### config.mk
export PLATFORM = sky130hd
export DESIGN_NAME = axis_byte_packer
export DESIGN_NICKNAME = d
export VERILOG_FILES = /design/src/rtl/axis_pkg.sv /design/src/rtl/byte_merge.sv /design/src/rtl/axis_byte_packer.sv
export SDC_FILE = /design/constraint.sdc
export NUM_CORES = 2
export LEC_CHECK = 0
export ABC_AREA = 1
export BUFFER_PORTS_ARGS = -buffer_cell sky130_fd_sc_hd__buf_2
export CAP_MARGIN = 20
export CORE_ASPECT_RATIO = 0.75
export CORE_MARGIN = 2
export CORE_UTILIZATION = 30
export DETAILED_ROUTE_END_ITERATION = 8
export MAX_ROUTING_LAYER = met4
export PLACE_DENSITY_LB_ADDON = 0.1
export REMOVE_ABC_BUFFERS = 1
export SYNTH_ARGS = -nofsm -noshare
export SYNTH_HDL_FRONTEND = slang
export SYNTH_SLANG_ARGS = --single-unit
### constraint.sdc
create_clock -name axis_aclk -period 12.97 [get_ports axis_aclk]
set_input_delay 1.297 -clock axis_aclk [delete_from_list [all_inputs] [get_ports axis_aclk]]
set_output_delay 1.297 -clock axis_aclk [all_outputs]
set_load 0.005 [all_outputs]
### src/rtl/axis_pkg.sv
// Shared definitions for the AXIS byte packer: FSM encoding and the
// byte-count to tkeep-mask helper.
package axis_pkg;

    // Widest tkeep the helper supports (tdata up to 1024 bits).
    localparam int unsigned KEEP_MAX = 128;

    typedef enum logic {
        ACCUM = 1'b0,
        FLUSH = 1'b1
    } state_t;

    // Returns a mask with the low cnt bits set; callers size-cast it to their tkeep width.
    function automatic logic [KEEP_MAX-1:0] count_to_keep(input int unsigned cnt);
        logic [KEEP_MAX-1:0] mask;
        mask = '0;
        for (int unsigned i = 0; i < KEEP_MAX; i++) begin
            if (i < cnt) mask[i] = 1'b1;
        end
        return mask;
    endfunction

endpackage

### src/rtl/byte_merge.sv
// Combinational merge of an incoming sparse beat onto the residue bytes:
// byte count, masking, shift/OR and split into low beat and overflow.
module byte_merge
    import axis_pkg::*;
#(
    parameter int DATA_WIDTH = 256,
    parameter int KEEP_WIDTH = DATA_WIDTH / 8,
    parameter int CW         = $clog2(KEEP_WIDTH + 1)
) (
    input  logic [DATA_WIDTH-1:0] residue,
    input  logic [CW-1:0]         res_cnt,
    input  logic [DATA_WIDTH-1:0] in_data,
    input  logic [KEEP_WIDTH-1:0] in_keep,
    output logic [CW-1:0]         in_cnt,
    output logic [CW:0]           total,
    output logic                  keep_gap,
    output logic [DATA_WIDTH-1:0] low_data,
    output logic [DATA_WIDTH-1:0] high_data
);

    logic [KEEP_WIDTH-1:0]   valid_keep;
    logic [DATA_WIDTH-1:0]   in_masked;
    logic [2*DATA_WIDTH-1:0] merged;

    // Byte count is the position of the lowest cleared tkeep bit.
    always_comb begin
        in_cnt = CW'(KEEP_WIDTH);
        for (int i = KEEP_WIDTH - 1; i >= 0; i--) begin
            if (!in_keep[i]) in_cnt = CW'(i);
        end
    end

    always_comb begin
        valid_keep = KEEP_WIDTH'(count_to_keep(32'(in_cnt)));
        in_masked  = '0;
        for (int i = 0; i < KEEP_WIDTH; i++) begin
            if (valid_keep[i]) in_masked[8*i +: 8] = in_data[8*i +: 8];
        end
    end

    assign keep_gap  = |(in_keep & ~valid_keep);
    assign merged    = {{DATA_WIDTH{1'b0}}, residue}
                     | ({{DATA_WIDTH{1'b0}}, in_masked} << {res_cnt, 3'b000});
    assign total     = {1'b0, res_cnt} + {1'b0, in_cnt};
    assign low_data  = merged[DATA_WIDTH-1:0];
    assign high_data = merged[2*DATA_WIDTH-1:DATA_WIDTH];

endmodule

### src/rtl/axis_byte_packer.sv
// Packs a sparse AXI-Stream (contiguous-from-LSB tkeep) into full beats,
// carrying leftover bytes across beats and flushing them at tlast.
module axis_byte_packer
    import axis_pkg::*;
#(
    parameter int DATA_WIDTH  = 256,
    parameter int TUSER_WIDTH = 128
) (
    input  logic                    axis_aclk,
    input  logic                    axis_resetn,
    input  logic [DATA_WIDTH-1:0]   s_axis_tdata,
    input  logic [DATA_WIDTH/8-1:0] s_axis_tkeep,
    input  logic [TUSER_WIDTH-1:0]  s_axis_tuser,
    input  logic                    s_axis_tlast,
    input  logic                    s_axis_tvalid,
    output logic                    s_axis_tready,
    output logic [DATA_WIDTH-1:0]   m_axis_tdata,
    output logic [DATA_WIDTH/8-1:0] m_axis_tkeep,
    output logic [TUSER_WIDTH-1:0]  m_axis_tuser,
    output logic                    m_axis_tlast,
    output logic                    m_axis_tvalid,
    input  logic                    m_axis_tready,
    output logic                    keep_err
);

    localparam int KEEP_WIDTH = DATA_WIDTH / 8;
    localparam int CW         = $clog2(KEEP_WIDTH + 1);
    localparam logic [CW:0] KW_CNT = (CW+1)'(KEEP_WIDTH);

    state_t                  state, state_next;
    logic [DATA_WIDTH-1:0]   residue, residue_next;
    logic [CW-1:0]           res_cnt, res_cnt_next;
    logic                    sop, sop_next;
    logic                    user_pend, pend_next;
    logic [TUSER_WIDTH-1:0]  tuser_hold, hold_next;
    logic                    err_next;

    logic                    load, ld_last;
    logic [DATA_WIDTH-1:0]   ld_data;
    logic [KEEP_WIDTH-1:0]   ld_keep;
    logic [TUSER_WIDTH-1:0]  ld_user, eff_user;

    logic [CW-1:0]           in_cnt;
    logic [CW:0]             total;
    logic                    keep_gap, accept, out_free, first;
    logic [DATA_WIDTH-1:0]   low_data, high_data;

    byte_merge #(
        .DATA_WIDTH (DATA_WIDTH),
        .KEEP_WIDTH (KEEP_WIDTH),
        .CW         (CW)
    ) u_merge (
        .residue   (residue),
        .res_cnt   (res_cnt),
        .in_data   (s_axis_tdata),
        .in_keep   (s_axis_tkeep),
        .in_cnt    (in_cnt),
        .total     (total),
        .keep_gap  (keep_gap),
        .low_data  (low_data),
        .high_data (high_data)
    );

    // A beat moves on a rising edge where valid and ready are both high; a
    // producer holds its payload steady while valid is high and ready is low.
    assign out_free      = !m_axis_tvalid || m_axis_tready;
    assign s_axis_tready = axis_resetn && (state == ACCUM) && out_free;
    assign accept        = s_axis_tvalid && s_axis_tready;
    // tuser belongs to the first output beat, which may come from a later input beat.
    assign first         = sop || user_pend;
    assign eff_user      = sop ? s_axis_tuser : tuser_hold;

    always_comb begin
        state_next   = state;
        residue_next = residue;
        res_cnt_next = res_cnt;
        sop_next     = sop;
        pend_next    = user_pend;
        hold_next    = tuser_hold;
        err_next     = keep_err | (accept & keep_gap);
        load         = 1'b0;
        ld_data      = '0;
        ld_keep      = '0;
        ld_last      = 1'b0;
        ld_user      = '0;
        case (state)
            ACCUM: begin
                if (accept && (in_cnt != '0 || s_axis_tlast)) begin
                    sop_next = s_axis_tlast;
                    if (sop) hold_next = s_axis_tuser;
                    ld_user = first ? eff_user : '0;
                    ld_data = low_data;
                    if (!s_axis_tlast && total < KW_CNT) begin
                        residue_next = low_data;
                        res_cnt_next = CW'(total);
                        pend_next    = first;
                    end else if (!s_axis_tlast || total > KW_CNT) begin
                        load         = 1'b1;
                        ld_keep      = '1;
                        residue_next = high_data;
                        res_cnt_next = CW'(total - KW_CNT);
                        pend_next    = 1'b0;
                        state_next   = s_axis_tlast ? FLUSH : ACCUM;
                    end else begin
                        load         = 1'b1;
                        ld_keep      = KEEP_WIDTH'(count_to_keep(32'(total)));
                        ld_last      = 1'b1;
                        residue_next = '0;
                        res_cnt_next = '0;
                        pend_next    = 1'b0;
                    end
                end
            end
            FLUSH: begin
                if (out_free) begin
                    load         = 1'b1;
                    ld_data      = residue;
                    ld_keep      = KEEP_WIDTH'(count_to_keep(32'(res_cnt)));
                    ld_last      = 1'b1;
                    ld_user      = user_pend ? tuser_hold : '0;
                    residue_next = '0;
                    res_cnt_next = '0;
                    pend_next    = 1'b0;
                    state_next   = ACCUM;
                end
            end
            default: state_next = ACCUM;
        endcase
    end

    always_ff @(posedge axis_aclk) begin
        if (!axis_resetn) begin
            state         <= ACCUM;
            residue       <= '0;
            res_cnt       <= '0;
            sop           <= 1'b1;
            user_pend     <= 1'b0;
            tuser_hold    <= '0;
            keep_err      <= 1'b0;
            m_axis_tvalid <= 1'b0;
            m_axis_tdata  <= '0;
            m_axis_tkeep  <= '0;
            m_axis_tuser  <= '0;
            m_axis_tlast  <= 1'b0;
        end else begin
            state      <= state_next;
            residue    <= residue_next;
            res_cnt    <= res_cnt_next;
            sop        <= sop_next;
            user_pend  <= pend_next;
            tuser_hold <= hold_next;
            keep_err   <= err_next;
            if (load) begin
                m_axis_tvalid <= 1'b1;
                m_axis_tdata  <= ld_data;
                m_axis_tkeep  <= ld_keep;
                m_axis_tuser  <= ld_user;
                m_axis_tlast  <= ld_last;
            end else if (m_axis_tready) begin
                m_axis_tvalid <= 1'b0;
            end
        end
    end

endmodule
# Yosys cells after proc, flatten, opt, wreduce, memory -nomap -nowiden
# Index checks and enable logic that the tools add are counted.
op_classes:
  add_sub_neg: 2
  n_lt_le_gt_ge: 98
  n_eq_ne: 2
  shifts: 1
  mux: 204
  bitwise: 6
  reduce_logical: 16
ops:
  columns: ["op", "count"]
  rows:
  - ["$mux W256", 6]
  - ["$pmux W256 S2", 2]
  - ["$mux W128", 5]
  - ["$or A256 B512 Y512", 1]
  - ["$shl A256 B9 Y512", 1]
  - ["$mux W8", 32]
  - ["$pmux W128 S2", 1]
  - ["$mux W6", 36]
  - ["$lt A5 B6 Y1 const A", 32]
  - ["$mux W32", 4]
  - ["$lt A5 B7 Y1 const A", 16]
  - ["$mux W1", 112]
  - ["$lt A4 B6 Y1 const A", 16]
  - ["$pmux W32 S2", 1]
  - ["$lt A4 B7 Y1 const A", 8]
  - ["$lt A3 B6 Y1 const A", 8]
  - ["$and A32 B32 Y32", 1]
  - ["$not A32 Y32", 1]
  - ["$reduce_or A32 Y1", 1]
  - ["$lt A3 B7 Y1 const A", 4]
  - ["$lt A1 B6 Y1 const A", 4]
  - ["$lt A2 B6 Y1 const A", 4]
  - ["$lt A1 B7 Y1 const A", 2]
  - ["$lt A2 B7 Y1 const A", 2]
  - ["other kinds (16)", 29]
word_totals:
  reg_bits: 812
  in_bits: 421
  out_inout_bits: 420
  word_cells: 341

# Longest topological paths before layout
depth:
  word_depth: 41
  ltp_mapped: 58
  ltp_nobuf: 58

# Hierarchy
# A second synthesis with hierarchy kept.
hier_totals:
  cells_unflattened: 12615
  area_unflattened_um2: 67730.0
modules_own_cells:
  columns: ["module", "instances", "cells_per_inst", "area_each_um2", "seq_area_each_um2"]
  rows:
  - ["axis_byte_packer", 1, 6578, 41160.7, 16255.6]
  - ["byte_merge", 1, 6037, 26569.2, 0.0]

# Least setup slack after synthesis
# Ideal clock, no wire load.
synth_path:
  path_kind: "input to register"
  startpoint: "in s_axis_tkeep[31]"
  endpoint: "reg residue[235]"
  setup_ns: 0.132
  arrival_time_ns: 5.477
  required_time_ns: 12.838
  setup_slack_ns: 7.361
  stages: 56
  path_buffers: 1
  cell_sequence: "inv_1 -> nand2_1 -> nand2_1 -> nand2_1 -> nand2_1 -> nand2_1 -> nand2_1 -> nand2_1 -> nand2_1 -> nand2_1 -> nand2_1 -> nand2_1 -> nand2_1 -> nand2_1 -> nand2_1 -> nand2_1 -> nand2_1 -> nand2_1 -> (+20 left out) -> inv_2 -> nor2_1 -> inv_1 -> nor2_1 -> inv_2 -> nor3_1 -> o21ai_1 -> nor2_1 -> inv_2 -> nand2_4 -> nor2_8 -> inv_2 -> nor2_8 -> inv_2 -> buf_6 -> o22ai_1 -> a31oi_1 -> a21oi_1"
synth_via:
  elab_chain_len: 41
  word_cells_on_any_way: 144
  cone_classes: "add/sub: 1; order compare: 34; eq/ne: 1; shift: 1; mux: 100; bitwise: 1; reduce/logical: 6"
synth_lines:
  columns: ["element", "line_no", "source"]
  rows:
  - ["from (decl)", "axis_byte_packer.sv:12", "input logic [DATA_WIDTH/8-1:0] s_axis_tkeep,"]
  - ["$mux W6 * (32 in a row)", "byte_merge.sv:29", "if (!in_keep[i]) in_cnt = CW'(i);"]
  - ["$lt A1 B6 Y1, or another cell as far along", "axis_pkg.sv:18", "if (i < cnt) mask[i] = 1'b1;"]
  - ["$mux W1", "axis_pkg.sv:18", null]
  - ["$mux W8", "byte_merge.sv:37", "if (valid_keep[i]) in_masked[8*i +: 8] = in_data[8*i +: 8];"]
  - ["$shl A256 B9 Y512", "byte_merge.sv:43", "| ({{DATA_WIDTH{1'b0}}, in_masked} << {res_cnt, 3'b000});"]
  - ["$or A256 B512 Y512", "byte_merge.sv:43", null]
  - ["$mux W256", "axis_byte_packer.sv:97", "end else if (!s_axis_tlast || total > KW_CNT) begin"]
  - ["$mux W256", "axis_byte_packer.sv:93", "if (!s_axis_tlast && total < KW_CNT) begin"]
  - ["$mux W256", "axis_byte_packer.sv:88", "if (accept && (in_cnt != '0 || s_axis_tlast)) begin"]
  - ["$pmux W256 S2", "axis_byte_packer.sv:86", "case (state)"]
  - ["to (signal assigned)", "axis_byte_packer.sv:147", "residue <= residue_next;"]
  - ["to (decl)", "axis_byte_packer.sv:31", "logic [DATA_WIDTH-1:0] residue, residue_next;"]
# Every way passes the cells marked *; elsewhere a longest branch is shown, timed or not. The select of a mux whose other input is x is not followed.
# A chain may end at the register's enable or synchronous reset.

# Worst setup path after layout
layout_path:
  startpoint: "in s_axis_tkeep[0]"
  endpoint: "reg residue[149]"
layout_via:
  elab_chain_len: 10
  word_cells_on_any_way: 113
  cone_classes: "add/sub: 1; order compare: 34; eq/ne: 1; shift: 1; mux: 69; bitwise: 1; reduce/logical: 6"
layout_lines:
  columns: ["element", "line_no"]
  rows:
  - ["$mux W6 *", "byte_merge.sv:29"]
  - ["$lt A1 B6 Y1, or another cell as far along", "axis_pkg.sv:18"]
  - ["$mux W1", "axis_pkg.sv:18"]
  - ["$mux W8", "byte_merge.sv:37"]
  - ["$shl A256 B9 Y512", "byte_merge.sv:43"]
  - ["$or A256 B512 Y512", "byte_merge.sv:43"]
  - ["$mux W256", "axis_byte_packer.sv:97"]
  - ["$mux W256", "axis_byte_packer.sv:93"]
  - ["$mux W256", "axis_byte_packer.sv:88"]
  - ["$pmux W256 S2", "axis_byte_packer.sv:86"]
# Marks and branches as above.

==> impl_metrics.tcl <==
set metrics [dict create \
    slowest_delay_ps 830 \
    r2r-end "residue[149]$_SDFFE_PN0P_" \
    hold_end "m_axis_tdata[44]$_SDFFE_PN0P_" \
    wl_per_cell_microns 26.5 \
    fin_tns_setup_ps 0 \
    fin_nets 11100 \
    drtIter0Drc 9634 \
    synth_cell_types 62 \
    coreArea_sq_um 195000 \
    dp_hpwl_microns 237000 \
    syn-mean-instance-area_sq_um 5.63 \
    start_kind "input port" \
    ios 841 \
    yosysSeqAreaShare_pct 27.6 \
    design.die.area_sq_um 200000 \
    cts.htree.levels 3 \
    grt_pass1_vias 68300 \
    synth_warnings 0 \
    cts_resized 0 \
    cp_top_family "buffers and inverters" \
    hold_path.class "flop to flop" \
    cts-hold-fix-buffers 0 \
    cts_made_buffers 102 \
    cp_num_buf_inv 13 \
    crit_required_ps 13650 \
    drtPass1Iterations 7 \
    ant_nets 0 \
    hold_viol 0 \
    nFillCells 21800 \
    cts_tree "yes" \
    rrSetupSlack_ps 6670 \
    initial_core_util_pct 30.3 \
    place_congestion 0.981 \
    synth_area_leaders "dfxtp_1 (28%), nand2_1 (22%), nand3_1 (16%)" \
    die_x_microns 516 \
    synthArstFlopShare_pct 0 \
    cp_common_cell "buf_4" \
    cts-root-buf "clkbuf_16" \
    whs_path_depth 2 \
    synth_edf_count 0 \
    synth_ff_type "dfxtp_1" \
    worstSetupPathType "input port to flop" \
    grt_max_degree 175 \
    grt_overflow 0 \
    startpoint "s_axis_tkeep[0]" \
    whs_ps 461 \
    grt.total_usage_pct 35.2 \
    chipHeight_microns 388 \
    clk_pin_slew_ps 60 \
    yosysTopAreaCell "dfxtp_1" \
    crit_slowest_cell "buf_4" \
    synth_top_area_share_pct 27.6 \
    dp.cells 13200 \
    reg2reg_from "res_cnt[1]$_SDFFE_PN0P_" \
    slew_violations 0 \
    preCtsSetupSlack_ps 4050 \
    synth_seq_cells 812 \
    tightest_slew_ps 1250 \
    vias 76200 \
    status "completed" \
    worstHoldStart "m_axis_tdata[44]$_SDFFE_PN0P_" \
    cp_max_fo 50 \
    final_cell_mix "nand2_1 (3517), nand3_1 (1836), a21oi_1 (911), buf_2 (839), dfxtp_1 (805)" \
    cp.depth 29 \
    clk_latency_ps 770 \
    drt_wl_total_microns 358000 \
    crit_path_end_kind "flop" \
    syn_area_sq_um 58900 \
    irDropWorstVdd_mv 0.118 \
    viasPerCell 5.64 \
    max_slew_margin_pct 16.6 \
    drcViolationCount 0 \
    portBuffers 840 \
    stdcell_count 13500 \
    fmax_ghz 0.119 \
    setup_viol 0 \
    power.density_nw_per_um2 93.9 \
    cts_max_path_buffers 3 \
    rows 140 \
    period_minus_slack_ps 8400 \
    rsz0062_at_grt "no" \
    clock_skew_ps 39.9 \
    reg2reg_depth 23 \
    final_common_cell "nand2_1" \
    clock_sinks 812 \
    setup_ws_ps 4570 \
    p_leak_nw 29.4 \
    cts_setup_buffers 0 \
    final_util_pct 35.0 \
    final_layout_size_suffix_gt1_share_pct 11.7 \
    worstPathArrival_ps 9080 \
    fin_crit_sh_pct 64.8 \
    syn_to_final_growth_pct 15.8 \
    drv_cap 0 \
    grt_pass1_wl_microns 503000 \
    synthCells 10500 \
    antenna_found_initial 87 \
]
cells in the mapped netlist (4+ instances only):
master        n
nand2_1    3518
nand3_1    1836
a21oi_1     911
dfxtp_1     812
inv_1       726
o21ai_0     639
clkbuf_1    532
nor2_1      471
buf_1       176
o21ai_1     167
a31oi_1     152
buf_2       103
o22ai_1     102
o211ai_1     59
nand4_1      35
inv_2        32
o21bai_1     24
buf_6        14
or2_2        13
nor3_1       12
a22oi_1      10
o31ai_1      10
nand2_2       8
o2111ai_1     8
nor2_2        6
buf_4         5
ha_1          5
o21a_1        5
a31o_2        4
clkinv_1      4
nor2_4        4
o21ai_4       4
or2_0         4
or2_1         4
routing by layer:
| metal | routed length, microns | up-vias | track usage, % |
|---|---|---|---|
| li1 | - | 35200 | - |
| met1 | 151000 | 36200 | 46.5 |
| met2 | 151000 | 3982 | 50.5 |
| met3 | 34700 | 737 | 6.98 |
| met4 | 20800 | 0 | 17.9 |
| met5 | 0 | - | - |
power breakdown:
group | total, mW | leakage, nW | internal, mW | switching (mW)
registers | 2.56 | 6.57 | 2.53 | 0.0296
logic | 0.690 | 21.1 | 0.172 | 0.517
clock network | 3.15 | 1.74 | 1.80 | 1.35
total | 6.40 | 29.4 | 4.51 | 1.89
cells by family after synthesis:
logic type	Yosys count	synth area share, %
adder cells (fa/ha/maj)	6	0.140
XOR/XNOR	1	0.0149
AND/OR/NAND/NOR	5928	42.3
buffers and inverters	1595	10.6
flip-flops	812	27.6
AO/OA/AOI/OAI	2122	19.4
final cells by class:
type | instances | area (sq um) | area share (%)
Antenna cell | 61 | 153 | 0.224
Clock buffer | 143 | 2960 | 4.34
Clock inverter | 47 | 603 | 0.884
Inverter | 764 | 2950 | 4.33
Multi-Input combinational cell | 8057 | 36500 | 53.6
Sequential cell | 812 | 16300 | 23.9
Tap cell | 2627 | 3290 | 4.82
Timing Repair Buffer | 979 | 5430 | 7.96
stage by stage:
stage / power [mW] / area, sq um
finish: 6.40 / 68200
global placement: 3.29 / 64400
floorplan: 2.95 / 55500
detailed placement: 3.29 / 64500
global route: 6.60 / 68200
CTS: 6.44 / 68100
sequential cells by signal, summed over array words and instances (netlist names):
register	count
m_axis_tdata	256
residue	256
m_axis_tuser	128
tuser_hold	128
m_axis_tkeep	32
res_cnt	6
keep_err	1
m_axis_tlast	1
m_axis_tvalid	1
sop	1
state	1
user_pend	1
worst max path at each step:
stage	to	slack [ps]
global route	residue[149]$_SDFFE_PN0P_	4450
detailed placement	residue[215]$_SDFFE_PN0P_	4050
finish	residue[149]$_SDFFE_PN0P_	4570
floorplan	m_axis_tdata[100]$_SDFFE_PN0P_	-22800
global placement	residue[251]$_SDFFE_PN0P_	4190
CTS	residue[149]$_SDFFE_PN0P_	4840
tightest hold or removal path: cells and delay by family (launching register included):
kind | cells | cell delay, ps
AOI/OAI and AO/OA | 1 | 50
and+or+nand+nor | 1 | 60
DFF | 1 | 300
Power figures use the tool's default switching activity.
